<file path="src/rtl/iter_udiv_if.sv">
// Divide request channel between the EXE stage and the iterative divider:
// dividend/divisor valid-ready channels, one result pulse, and a flush input.
interface iter_udiv_if #(
   parameter int unsigned WIDTH = 32
);
   logic [WIDTH-1:0]   s_axis_dividend_tdata;
   logic               s_axis_dividend_tvalid;
   logic               s_axis_dividend_tready;
   logic [WIDTH-1:0]   s_axis_divisor_tdata;
   logic               s_axis_divisor_tvalid;
   logic               s_axis_divisor_tready;
   logic [2*WIDTH-1:0] m_axis_dout_tdata;
   logic               m_axis_dout_tvalid;
   logic               div_cancel;

   modport slave (
      input  s_axis_dividend_tdata, s_axis_dividend_tvalid,
      input  s_axis_divisor_tdata, s_axis_divisor_tvalid,
      input  div_cancel,
      output s_axis_dividend_tready, s_axis_divisor_tready,
      output m_axis_dout_tdata, m_axis_dout_tvalid
   );

   modport master (
      output s_axis_dividend_tdata, s_axis_dividend_tvalid,
      output s_axis_divisor_tdata, s_axis_divisor_tvalid,
      output div_cancel,
      input  s_axis_dividend_tready, s_axis_divisor_tready,
      input  m_axis_dout_tdata, m_axis_dout_tvalid
   );
endinterface

</file>
<file path="src/rtl/iter_udiv.sv">
// Radix-2 restoring unsigned divider: fixed WIDTH-iteration latency,
// result {quotient, remainder} pulsed for one cycle, cancellable at any time.
module iter_udiv #(
   parameter int unsigned WIDTH = 32
) (
   input logic        clk,
   input logic        reset,
   iter_udiv_if.slave dif
);
   localparam int unsigned CW = (WIDTH > 1) ? $clog2(WIDTH) : 1;

   typedef enum logic [1:0] {IDLE, BUSY, DONE} state_t;

   state_t             r_state;
   logic [WIDTH-1:0]   r_dvd;
   logic [WIDTH-1:0]   r_dvs;
   logic               r_dvd_held;
   logic               r_dvs_held;
   logic [WIDTH-1:0]   r_rem;
   logic [WIDTH-1:0]   r_quo;
   logic [CW-1:0]      r_cnt;
   logic [2*WIDTH-1:0] r_dout;

   logic               w_dvd_hs;
   logic               w_dvs_hs;
   logic               w_start;
   logic [WIDTH-1:0]   w_dvd_val;
   logic [WIDTH:0]     w_rsh;
   logic [WIDTH:0]     w_diff;
   logic               w_ge;
   logic [WIDTH-1:0]   w_rnext;
   logic [WIDTH-1:0]   w_qnext;

   assign dif.s_axis_dividend_tready = (r_state == IDLE) & ~r_dvd_held;
   assign dif.s_axis_divisor_tready  = (r_state == IDLE) & ~r_dvs_held;
   assign dif.m_axis_dout_tdata      = r_dout;
   assign dif.m_axis_dout_tvalid     = (r_state == DONE) & ~dif.div_cancel;

   assign w_dvd_hs  = dif.s_axis_dividend_tvalid & dif.s_axis_dividend_tready;
   assign w_dvs_hs  = dif.s_axis_divisor_tvalid & dif.s_axis_divisor_tready;
   assign w_start   = (r_dvd_held | w_dvd_hs) & (r_dvs_held | w_dvs_hs);
   assign w_dvd_val = r_dvd_held ? r_dvd : dif.s_axis_dividend_tdata;

   // The remainder stays below the divisor (or is a dividend prefix when the
   // divisor is 0), so its top bit is always 0 and the borrow decides r' >= d.
   assign w_rsh   = {r_rem, r_quo[WIDTH-1]};
   assign w_diff  = w_rsh - {1'b0, r_dvs};
   assign w_ge    = ~w_diff[WIDTH];
   assign w_rnext = w_ge ? w_diff[WIDTH-1:0] : w_rsh[WIDTH-1:0];
   assign w_qnext = {r_quo[WIDTH-2:0], w_ge};

   always_ff @(posedge clk) begin
      if (reset) begin
         r_state    <= IDLE;
         r_dvd      <= '0;
         r_dvs      <= '0;
         r_dvd_held <= 1'b0;
         r_dvs_held <= 1'b0;
         r_rem      <= '0;
         r_quo      <= '0;
         r_cnt      <= '0;
         r_dout     <= '0;
      end else if (dif.div_cancel) begin
         r_state    <= IDLE;
         r_dvd_held <= 1'b0;
         r_dvs_held <= 1'b0;
      end else begin
         case (r_state)
            IDLE: begin
               if (w_dvd_hs) begin
                  r_dvd      <= dif.s_axis_dividend_tdata;
                  r_dvd_held <= 1'b1;
               end
               if (w_dvs_hs) begin
                  r_dvs      <= dif.s_axis_divisor_tdata;
                  r_dvs_held <= 1'b1;
               end
               if (w_start) begin
                  r_state <= BUSY;
                  r_rem   <= '0;
                  r_quo   <= w_dvd_val;
                  r_cnt   <= '0;
               end
            end
            BUSY: begin
               r_rem <= w_rnext;
               r_quo <= w_qnext;
               r_cnt <= r_cnt + 1'b1;
               if (r_cnt == CW'(WIDTH - 1)) begin
                  r_state <= DONE;
                  r_dout  <= {w_qnext, w_rnext};
               end
            end
            DONE: begin
               r_state    <= IDLE;
               r_dvd_held <= 1'b0;
               r_dvs_held <= 1'b0;
            end
            default: r_state <= IDLE;
         endcase
      end
   end
endmodule

</file>
<file path="src/flat_wrapper.sv">
// flat-port wrapper written by rule: the top's interface ports become plain ports
module iter_udiv_flat 
#(
   parameter int unsigned WIDTH = 32
)
  (clk, reset, dif_s_axis_dividend_tdata, dif_s_axis_dividend_tvalid, dif_s_axis_divisor_tdata, dif_s_axis_divisor_tvalid, dif_div_cancel, dif_s_axis_dividend_tready, dif_s_axis_divisor_tready, dif_m_axis_dout_tdata, dif_m_axis_dout_tvalid);
  iter_udiv_if #(.WIDTH(WIDTH)) dif_i ();
  input logic clk;
  input logic reset;
  input wire logic [$bits(dif_i.s_axis_dividend_tdata)-1:0] dif_s_axis_dividend_tdata;
  input wire logic [$bits(dif_i.s_axis_dividend_tvalid)-1:0] dif_s_axis_dividend_tvalid;
  input wire logic [$bits(dif_i.s_axis_divisor_tdata)-1:0] dif_s_axis_divisor_tdata;
  input wire logic [$bits(dif_i.s_axis_divisor_tvalid)-1:0] dif_s_axis_divisor_tvalid;
  input wire logic [$bits(dif_i.div_cancel)-1:0] dif_div_cancel;
  output wire logic [$bits(dif_i.s_axis_dividend_tready)-1:0] dif_s_axis_dividend_tready;
  output wire logic [$bits(dif_i.s_axis_divisor_tready)-1:0] dif_s_axis_divisor_tready;
  output wire logic [$bits(dif_i.m_axis_dout_tdata)-1:0] dif_m_axis_dout_tdata;
  output wire logic [$bits(dif_i.m_axis_dout_tvalid)-1:0] dif_m_axis_dout_tvalid;
  assign dif_i.s_axis_dividend_tdata = dif_s_axis_dividend_tdata;
  assign dif_i.s_axis_dividend_tvalid = dif_s_axis_dividend_tvalid;
  assign dif_i.s_axis_divisor_tdata = dif_s_axis_divisor_tdata;
  assign dif_i.s_axis_divisor_tvalid = dif_s_axis_divisor_tvalid;
  assign dif_i.div_cancel = dif_div_cancel;
  assign dif_s_axis_dividend_tready = dif_i.s_axis_dividend_tready;
  assign dif_s_axis_divisor_tready = dif_i.s_axis_divisor_tready;
  assign dif_m_axis_dout_tdata = dif_i.m_axis_dout_tdata;
  assign dif_m_axis_dout_tvalid = dif_i.m_axis_dout_tvalid;
  iter_udiv #(.WIDTH(WIDTH)) u_core (.clk(clk), .reset(reset), .dif(dif_i));
endmodule
</file>
<file path="config.mk">
export PLATFORM = sky130hd
export DESIGN_NAME = iter_udiv_flat
export DESIGN_NICKNAME = d
export VERILOG_FILES = /design/src/rtl/iter_udiv_if.sv /design/src/rtl/iter_udiv.sv /design/src/flat_wrapper.sv
export SDC_FILE = /design/constraint.sdc
export NUM_CORES = 1
export LEC_CHECK = 0
export ABC_AREA = 1
export BUFFER_PORTS_ARGS = -buffer_cell sky130_fd_sc_hd__buf_4
export CELL_PAD_IN_SITES_DETAIL_PLACEMENT = 0
export CELL_PAD_IN_SITES_GLOBAL_PLACEMENT = 2
export CORE_ASPECT_RATIO = 2
export CORE_MARGIN = 2
export CORE_UTILIZATION = 30
export CTS_BUF_LIST = sky130_fd_sc_hd__clkbuf_4 sky130_fd_sc_hd__clkbuf_8
export CTS_CLUSTER_DIAMETER = 50
export DETAILED_ROUTE_END_ITERATION = 6
export GPL_TIMING_DRIVEN = 0
export HOLD_SLACK_MARGIN = 0.02
export PLACE_DENSITY = 0.79
export SLEW_MARGIN = 20
export SYNTH_ARGS = -nofsm -noshare
export SYNTH_HDL_FRONTEND = slang
export SYNTH_SLANG_ARGS = --single-unit
export TNS_END_PERCENT = 30
</file>
<file path="constraint.sdc">
create_clock -name clk -period 2.4 [get_ports clk]
set_clock_uncertainty 0.1 [all_clocks]
set_input_delay 0.24 -clock clk [delete_from_list [all_inputs] [get_ports clk]]
set_output_delay 0.24 -clock clk [all_outputs]
set_load 0.02 [all_outputs]
</file>
* Word level (Yosys, flattened, before mapping)
Cells that the tools add are included.
** Cells by class
- $add $sub $neg :: 2
- $mul :: 0
- Divide/modulo/power cells :: 0
- $lt $le $gt $ge :: 0
- Eq/ne operators :: 7
- Shift-type cells :: 0
- Muxes and demuxes :: 15
- Bitwise operators :: 12
- Reduce and logical (&&, ||, !) cells :: 11
** Operators with widths (number)
- two-way mux 32 bit :: 4
- one-hot mux 32 bit (2 select lines) :: 2
- subtractor 33 x 32 -> 33 bit :: 1
- AND reduction 3 bit :: 4
- one-hot mux 5 bit (2 select lines) :: 1
- != test 2 x 1 -> 1 bit, second input constant :: 4
- AND 1 bit :: 6
- AND reduction 2 bit :: 3
- adder 5 x 1 -> 5 bit, second input constant :: 1
- == test 5 bit, second input constant :: 1
- two-way mux 5 bit :: 1
- two-way mux 2 bit :: 2
- inverter 1 bit :: 4
- one-hot mux 1 bit (2 select lines) :: 2
- one-hot mux 2 bit (2 select lines) :: 1
- nonzero test 2 bit :: 2
- == test 2 x 1 -> 1 bit, second input constant :: 1
- == test 2 bit, second input constant :: 1
- zero test 2 bit :: 1
- two-way mux 1 bit :: 2
- bitwise OR 1 bit :: 2
- OR reduction 2 bit :: 1
** Word-level totals
- Bits in registers :: 201
- Bits in latches :: 0
- Bits in writable memories :: 0
- Bits in read-only memories :: 0
- Word-level logic and storage cells :: 56
- Memories :: 0

* Logic depth before layout (Yosys ltp)
- Depth after elaboration :: 7
- Depth in mapped cells :: 19
- Mapped depth without buffers :: 18

* Worst setup path before layout
No wires, ideal clock.
- Path kind :: flip-flop to flip-flop
- From :: reg u_core.r_quo[31]
- To :: reg u_core.r_dout[29], in the netlist u_core.dif.m_axis_dout_tdata[29]
- Library setup time :: 0.109 ns
- Data arrival time :: 2.020 ns
- Data required time :: 2.191 ns
- Slack :: 0.171 ns
- Cell stages (with the launch flop) :: 20
- Path buffers :: 1
- Path through :: dfxtp_1 > inv_1 > ha_1 > inv_1 > fa_1 > nand2_1 > nand2_1 > nand3_1 > nand2_2 > nand2_2 > nand2_2 > nand2_4 > nand2_2 > nand2_4 > nand2_4 > buf_6 > nand2_1 > nand3_1 > nand2_1 > inv_1
** On the way
- Longest elaborated chain between the ends :: 2
** Ends and longest elaborated chain
- from (decl) :: RTL line iter_udiv.sv:20 : logic [WIDTH-1:0] r_quo;
- from (signal assigned) :: RTL line iter_udiv.sv:81 : r_quo <= w_dvd_val;
- from (signal assigned) :: RTL line iter_udiv.sv:87 : r_quo <= w_qnext;
- subtractor 33 x 32 -> 33 bit :: RTL line iter_udiv.sv:47 : assign w_diff = w_rsh - {1'b0, r_dvs};
- two-way mux 32 bit :: RTL line iter_udiv.sv:49 : assign w_rnext = w_ge ? w_diff[WIDTH-1:0] : w_rsh[WIDTH-1:0];
- to (signal assigned) :: RTL line iter_udiv.sv:91 : r_dout <= {w_qnext, w_rnext};
- to (decl) :: RTL line iter_udiv.sv:22 : logic [2*WIDTH-1:0] r_dout;
No other way between the ends.
A chain may end at the register's enable or synchronous reset.

* Final worst setup path
- From :: reg u_core.r_quo[31]
- To :: reg u_core.r_dout[27], in the netlist u_core.dif.m_axis_dout_tdata[27]
Same word-level chain as after synthesis.

==> flow_summary.yaml <==
outcome:
  status: "finished, final reports clean"
cts:
  cts_sinks: 201
  clk_pin_slew_ps: 60
  ctsHtreeMaxLevel: 2
  cts_tree: "yes"
  ctsLongestPathBuffers: 3
  clockRootBuffer: "clkbuf_8"
  clk_latency_ps: 560
  cts_buffers: 35
pwr:
  p_leak_nw: 7.105
  peakVddDrop_mv: 0.4673
  p_per_area_nw_per_um2: 567.1
logic_synthesis:
  synth.distinct_cells: 38
  synth_top_flop_cell: "dfxtp_1"
  synth_nets: 1805
  netlist_area_um2: 10930
  synth_seq_area_share_pct: 36.82
  ys_seq_elements: 201
  syn_avg_cell_area_um2: 6.424
  synth_edf_count: 0
  synth_cells: 1701
  ys_async_sr_fraction_pct: 0
  yosys_warnings: 0
global_route:
  grt.overflow.total: 0
  grt.total_usage_pct: 22.01
  grt_pass1_wl_mm: 64.43
  grt_pass1_vias: 11440
  grt_max_degree: 11
  antenna_found_initial: 1
placement:
  post-place-ws_ps: -483.9
  dp_cells: 2285
  place_area_um2: 12500
  gp_congestion: 0.9439
  portBuffers: 134
  hpwl_mm: 33.83
setup_path:
  worstPathArrival_ps: 2710
  worstSetupStartpointType: "register"
  critPathTopFamily: "simple AND/OR/NAND/NOR gates"
  critPathKind: "reg2reg"
  slowest_delay_ps: 330
  critPathBufInv: 5
  cp_max_fo: 5
  slowest_stage: "fa_2"
  crit_required_ps: 2760
  worstPathCellList: "inv_2, ha_4, inv_4, fa_2, nand2_1, nand2_2, nand3_2, nand2_2, nand2_2, nand2_4, nand2_4, nand2_4, nand2_4, nand2_8, buf_12, buf_12, nand2_4, nand3_4, nand2_1, inv_1"
  cpMostUsedCell: "nand2_4"
  endpoint_kind: "register"
finish:
  syn2layout_area_growth_pct: 34.13
  finalCoreUtilization_pct: 40.94
  n_fill_cell: 3949
  mostFrequentLayoutCell: "nand2_1"
  final_cell_area_um2: 14660
  layout-drive-gt1-share_pct: 18.14
  final_cell_mix: "nand2_1 (388), inv_1 (249), dfxtp_1 (198), nor2_1 (182), buf_4 (157)"
  fin_nets: 2063
  final_cells: 2430
die:
  io_pins: 136
  coreArea_um2: 35800
  die_area_um2: 38060
  die_h_um: 273.9
  initial_core_util_pct: 30.52
  placementRows: 98
  die_x_um: 139.0
sta:
  max_slew_margin_pct: 45.94
  finalCritPeriodShare_pct: 98.21
  max_freq_mhz: 424.3
  tns_ps: 0
  period_minus_slack_ps: 2357
  hold_viol_final: 0
  rsz0062_at_grt: "true"
  setup_slack_ps: 43.00
  slew_violations: 0
  setup_viol_count_final: 0
  worst_slew_pin_slew_ps: 810.8
routing:
  dr.pass1.iters: 5
  viasPerCell: 4.721
  num_vias: 11470
  wl_per_cell_um: 17.47
  drc: 0
  ant_nets: 0
  routed_wl_mm: 42.46
  drtIter0Drc: 401
hold_path:
  hold_path_class: "in2reg"
flow_run:
  cap_violations: 0
-- kinds of logic (layout without fill, tap and decap cells) --
kind of cell,count (synthesis),after routing,synth area share [%]
and+or+nand+nor,794,794,30.04
xor gates and xnor gates,15,15,1.202
AOI/OAI and AO/OA,312,312,15.65
adders and majority gates,35,35,4.076
buffers and inverters,344,622,12.21
DFF,201,201,36.82
other,0,1,0
-- worst reg2reg max path, stage by stage (launching register included) --
cell and delay (ps):
dfxtp_2 320, inv_2 70, ha_4 140, inv_4 30, fa_2 330, nand2_1 80, nand2_2 60, nand3_2 80
nand2_2 70, nand2_2 80, nand2_4 60, nand2_4 90, nand2_4 60, nand2_4 90, nand2_8 80, buf_12 140
buf_12 140, nand2_4 80, nand3_4 70, nand2_1 70, inv_1 30
-- registers in the layout, summed over array words and instances (netlist names), 2 cells and up --
signal                        cells
u_core.dif.m_axis_dout_tdata     64
u_core.r_rem                     32
u_core.r_cnt                      5
u_core.r_dvs                     32
u_core.r_state                    2
u_core.r_quo                     32
u_core.r_dvd                     32
-- cells in the mapped netlist, types with 10 or more instances --
library cell / instances / area (µm²)
a211oi_1: 42 / 315.3
a21oi_1: 138 / 690.7
buf_2: 13 / 65.06
clkbuf_1: 62 / 232.7
dfxtp_1: 201 / 4024
ha_1: 34 / 425.4
inv_1: 251 / 942.2
nand2_1: 417 / 1565
nand3_1: 131 / 655.6
nor2_1: 189 / 709.4
nor3_1: 28 / 140.1
o21ai_0: 99 / 495.5
o21ai_1: 21 / 105.1
xor2_1: 10 / 87.58
-- path summary, 6_finish.rpt --
kind,from,depth (start not counted),slack (ps),to
worst max-delay path,u_core.r_quo[31]$_SDFFE_PP0P_,20,40,u_core.dif.m_axis_dout_tdata[27]$_SDFFE_PP0P_
worst max register to register,u_core.r_quo[31]$_SDFFE_PP0P_,20,40,u_core.dif.m_axis_dout_tdata[27]$_SDFFE_PP0P_
worst min-delay path,dif_s_axis_dividend_tvalid,5,50,u_core.r_state[0]$_SDFFE_PP0P_
worst min register to register,u_core.r_dvd[12]$_SDFFE_PP0P_,2,350,u_core.r_dvd[12]$_SDFFE_PP0P_
-- repair_timing --
item / CTS / global route
resized for setup: 80 / 87
endpoints found under the setup margin: 101 / 111
hold buffers: 66 / 0
hold endpoints to repair: 67 / 0
pin swaps: 10 / 22
buffers inserted: 13 / 8
-- cell type report --
type | instances | area [µm²] | share of cell area (%)
Multi-Input combinational cell | 1156 | 6107 | 41.66
Sequential cell | 201 | 4028 | 27.48
Timing Repair Buffer | 221 | 1853 | 12.64
Inverter | 259 | 974.7 | 6.650
Clock buffer | 53 | 648.1 | 4.422
Tap cell | 450 | 563.0 | 3.841
Buffer | 85 | 449.2 | 3.064
Clock inverter | 4 | 32.53 | 0.2219
Antenna cell | 1 | 2.502 | 0.01707
-- routing by layer --
metal,up-vias,GRT usage (%),routed length [µm],part of all wire (%)
met5,-,0,0,0
met4,0,11.08,2129,5.0
met3,89,2.532,1266,3.0
met2,213,47.43,25450,60
met1,5257,19.17,13620,32
li1,5913,-,-,-
-- metrics by stage --
step | power [mW] | hold WS, ps
2_1_floorplan | 4.436 | 304.4
3_3_place_gp | 4.936 | 338.7
3_5_place_dp | 4.941 | 345.6
4_1_cts | 8.370 | 27.84
5_1_grt | 8.724 | 142.8
6_report | 8.312 | 50.94
-- report_power, final --
part | switching, mW | internal (mW)
Sequential | 0.0576 | 3.47
Combinational | 0.987 | 0.571
Clock | 1.51 | 1.72
Power figures use the tool's default switching activity.
